File: src/rtl/button_debouncer.sv
// rtl/button_debouncer.sv - raw button to clean level plus rise/fall pulses and press counter
// Two-flop synchronizer feeding a four-state stable-sample debounce FSM.
module button_debouncer #(
    parameter int SYNC_STAGES     = 2,
    parameter int DEBOUNCE_CYCLES = 16,
    parameter int CNT_W           = 8
) (
    input  logic             clk,
    input  logic             rst,
    input  logic             btn_in,
    output logic             btn_level,
    output logic             btn_rise,
    output logic             btn_fall,
    output logic [CNT_W-1:0] press_count
);

    localparam int CW = $clog2(DEBOUNCE_CYCLES + 1);

    localparam logic [CW-1:0] CNT_ZERO = '0;
    localparam logic [CW-1:0] CNT_ONE  = CW'(1);
    localparam logic [CW-1:0] CNT_TGT  = CW'(DEBOUNCE_CYCLES);

    localparam logic [CNT_W-1:0] PRESS_ONE = CNT_W'(1);

    localparam logic [1:0] IDLE_LO  = 2'd0;
    localparam logic [1:0] CHECK_HI = 2'd1;
    localparam logic [1:0] IDLE_HI  = 2'd2;
    localparam logic [1:0] CHECK_LO = 2'd3;

    logic [SYNC_STAGES-1:0] sync_q;
    logic                   s;

    logic [1:0]       state_q;
    logic [1:0]       state_d;
    logic [CW-1:0]    cnt_q;
    logic [CW-1:0]    cnt_d;
    logic [CW-1:0]    cnt_inc;
    logic             level_d;
    logic             rise_d;
    logic             fall_d;
    logic [CNT_W-1:0] count_d;

    // Only the last synchronizer stage is ever looked at by the FSM.
    always_ff @(posedge clk or negedge rst) begin
        if (!rst) begin
            sync_q <= '0;
        end else begin
            sync_q <= {sync_q[SYNC_STAGES-2:0], btn_in};
        end
    end

    assign s       = sync_q[SYNC_STAGES-1];
    assign cnt_inc = cnt_q + CNT_ONE;

    always_comb begin
        state_d = state_q;
        cnt_d   = cnt_q;
        level_d = btn_level;
        rise_d  = 1'b0;
        fall_d  = 1'b0;
        count_d = press_count;
        case (state_q)
            IDLE_LO: begin
                if (s) begin
                    state_d = CHECK_HI;
                    cnt_d   = CNT_ONE;
                end else begin
                    cnt_d   = CNT_ZERO;
                end
            end
            CHECK_HI: begin
                if (!s) begin
                    state_d = IDLE_LO;
                    cnt_d   = CNT_ZERO;
                end else if (cnt_inc == CNT_TGT) begin
                    state_d = IDLE_HI;
                    cnt_d   = CNT_ZERO;
                    level_d = 1'b1;
                    rise_d  = 1'b1;
                    count_d = press_count + PRESS_ONE;
                end else begin
                    cnt_d   = cnt_inc;
                end
            end
            IDLE_HI: begin
                if (!s) begin
                    state_d = CHECK_LO;
                    cnt_d   = CNT_ONE;
                end else begin
                    cnt_d   = CNT_ZERO;
                end
            end
            CHECK_LO: begin
                if (s) begin
                    state_d = IDLE_HI;
                    cnt_d   = CNT_ZERO;
                end else if (cnt_inc == CNT_TGT) begin
                    state_d = IDLE_LO;
                    cnt_d   = CNT_ZERO;
                    level_d = 1'b0;
                    fall_d  = 1'b1;
                end else begin
                    cnt_d   = cnt_inc;
                end
            end
            default: begin
                state_d = IDLE_LO;
                cnt_d   = CNT_ZERO;
            end
        endcase
    end

    // Pulses are recomputed every cycle, so they can only last one cycle.
    always_ff @(posedge clk or negedge rst) begin
        if (!rst) begin
            state_q     <= IDLE_LO;
            cnt_q       <= CNT_ZERO;
            btn_level   <= 1'b0;
            btn_rise    <= 1'b0;
            btn_fall    <= 1'b0;
            press_count <= '0;
        end else begin
            state_q     <= state_d;
            cnt_q       <= cnt_d;
            btn_level   <= level_d;
            btn_rise    <= rise_d;
            btn_fall    <= fall_d;
            press_count <= count_d;
        end
    end

endmodule

File: config.mk
export PLATFORM = sky130hd
export DESIGN_NAME = button_debouncer
export DESIGN_NICKNAME = d
export VERILOG_FILES = /design/src/rtl/button_debouncer.sv
export SDC_FILE = /design/constraint.sdc
export NUM_CORES = 1
export LEC_CHECK = 0
export BUFFER_PORTS_ARGS = -buffer_cell sky130_fd_sc_hd__buf_4
export CORE_MARGIN = 10
export CORE_UTILIZATION = 53
export DETAILED_ROUTE_END_ITERATION = 10
export PLACE_DENSITY_LB_ADDON = 0.15
export SLEW_MARGIN = 40
export SYNTH_ARGS = -nofsm -noshare
export SYNTH_HDL_FRONTEND = slang
export SYNTH_SLANG_ARGS = --single-unit
File: constraint.sdc
create_clock -name clk -period 1.9 [get_ports clk]
set_clock_uncertainty 0.05 [all_clocks]
set_input_delay 0.19 -clock clk [delete_from_list [all_inputs] [get_ports clk]]
set_output_delay 0.19 -clock clk [all_outputs]
set_load 0.005 [all_outputs]
==> results.yml <==
outcome:
  status: "finished clean"
power:
  leakage_uw: 0.000533
  p_total_uw: 657
  vdd_drop_max_mv: 0.460
  power.density_nw_per_um2: 617
synth:
  synth.avg_cell_area_sq_um: 12.7
  synth_top_cell_by_area: "dfrtp_1"
  synth_edf_count: 0
  synth_nets: 77
  synth_top_area_frac: 0.546
  ys_seq_area_frac: 0.546
  synth-seq-cells: 20
  synth_area_leaders: "dfrtp_1 (55%), xor2_1 (7.7%), ha_1 (2.7%)"
  synthCells: 72
  async_flop_share: 1.00
  synth_area_sq_um: 916
  ys.flop_type: "dfrtp_1"
  yosys_warnings: 0
  yosysUniqueCellTypes: 30
routing:
  drtPass1Iterations: 4
  vias: 589
  drc: 0
  drt_wl_total_mm: 1.59
  avgRoutedWirePerCell_um: 15.2
  vias_per_cell: 5.61
  ant_nets: 0
  first_iter_violations: 8
die:
  fp.dieH_um: 61.6
  start_util: 0.581
  die_x_um: 61.6
  dieArea_sq_um: 3790
  ios: 14
  rows: 14
  coreArea_sq_um: 1580
finish:
  num_antenna_cells: 0
  final_cell_mix: "dfrtp_1 (20), buf_4 (13), xor2_1 (8), nor2_1 (5), nand3_1 (5)"
  final_cells: 105
  nFillCells: 118
  drive_gt1_frac: 0.281
  final_common_cell: "dfrtp_1"
  area.growth.synth_to_final_pct: 16.3
  layout.nets: 96
  multi_input_area_sq_um: 400
  regArea_sq_um: 500
sta:
  final.period_utilization: 0.922
  maxSlewHeadroom: 0.687
  final.setup.tns_ps: 0
  rsz0062_at_grt: "false"
  fin_crit_ps: 1750
  tightest_slew_ps: 460
  hold_violations: 0
  timing.fmax_mhz: 571
  setup_viol: 0
  final-max-slew-violation-count: 0
global_routing:
  overflow: 0
  grt_max_degree: 21
  grt_pass1_vias: 631
  grtUsageTotal: 0.0998
  grt_pass1_wl_mm: 2.79
  antenna_found_initial: 0
cts:
  clk_latency_ps: 300
  clkSlewWorstSetupHoldPaths_ps: 100
  postCtsSetupBuffers: 0
  clockBufferDepth: 2
  cts_root_buf: "clkbuf_4"
  numCtsBuffers: 3
  h-tree-depth: 1
  tritoncts: "yes"
  cts.sinks: 20
run:
  cap_violations: 0
placed_design:
  dpl.cell_count: 100
  io_buffers: 13
  place_congestion: 0.754
  hpwl_mm: 1.21
critical_path:
  arrival_ps: 1890
  path_max_fanout: 7
  cp-end-kind: "register"
  cp.required_ps: 2040
  path_class: "reg -> reg"
  crit_path_start_kind: "register"
min_path:
  worst_hold_path_type: "in -> async"
[repair_timing]
item,in CTS,in global routing
hold buffers,2,0
hold endpoints to repair,21,0
resized for setup,0,0
[report_power, final]
part           internal, uW  switching, uW
Sequential              431           7.31
Combinational          10.6           13.1
Clock                  73.9            121
[Yosys cell counts, drive strengths merged, types with 2 or more instances]
cell type,instances
and2b,2
dfrtp,20
ha,2
mux2,2
nand2,3
nand3,5
nor2,6
nor3,2
nor3b,2
nor4,3
o21ai,3
xnor2,2
xor2,8
[state kept, by name, summed over array words and instances (netlist names), named ones only]
register	count
press_count	8
cnt_q	5
sync_q	2
btn_fall	1
btn_level	1
btn_rise	1
state_q	1
[metal layers]
metal | vias up | GRT usage | part of all wire
li1 | 288 | - | -
met1 | 281 | 0.125 | 0.46
met2 | 15 | 0.151 | 0.47
met3 | 5 | 0.0267 | 0.050
met4 | 0 | 0.0573 | 0.023
met5 | - | 0 | 0
[final cells by class]
class / instances / share of cell area
Sequential cell: 20 / 0.470
Multi-Input combinational cell: 50 / 0.376
Timing Repair Buffer: 15 / 0.110
Clock buffer: 3 / 0.0212
Tap cell: 16 / 0.0188
Inverter: 1 / 0.00353
[per-stage QoR]
| stage | hold WS [ps] | utilization | setup slack (ps) | instance area [sq um] |
|---|---|---|---|---|
| finish | 236 | 0.675 | 149 | 1060 |
| global route | 255 | 0.675 | 37.7 | 1060 |
| CTS | 247 | 0.675 | 137 | 1060 |
| detailed placement | 28.2 | 0.648 | 138 | 1020 |
| global placement | 26.8 | 0.648 | 235 | 1020 |
| floorplan | -156 | - | 299 | 916 |
[path summary, 6_finish.rpt]
path                                      from                          to  slack (ps)  depth (start not counted)
max                         cnt_q[0]$_DFF_PN0_  press_count[1]$_DFFE_PN0P_         150                          5
min                                        rst         sync_q[0]$_DFF_PN0_         240                          2
max reg2reg                 cnt_q[0]$_DFF_PN0_  press_count[1]$_DFFE_PN0P_         150                          5
min reg2reg                sync_q[0]$_DFF_PN0_         sync_q[1]$_DFF_PN0_         330                          0
max in group asynchronous                  rst          cnt_q[3]$_DFF_PN0_        1360                          2
min in group clk           sync_q[0]$_DFF_PN0_         sync_q[1]$_DFF_PN0_         330                          0
[worst max-delay path: stages, from the launching register on]
cell and delay [ps]:
dfrtp_1 420, ha_1 200, and2_2 210, nand4_4 190
nor2_2 220, mux2_2 360
[kinds of logic after synthesis]
family / share of synthesized area
XOR/XNOR: 0.0956
flip-flops: 0.546
adder cells (fa/ha/maj): 0.0273
multiplexers: 0.0492
buffers and inverters: 0.0164
AND/OR/NAND/NOR: 0.234
AO/OA/AOI/OAI: 0.0314
No activity file was read; power rests on OpenSTA's default activity.
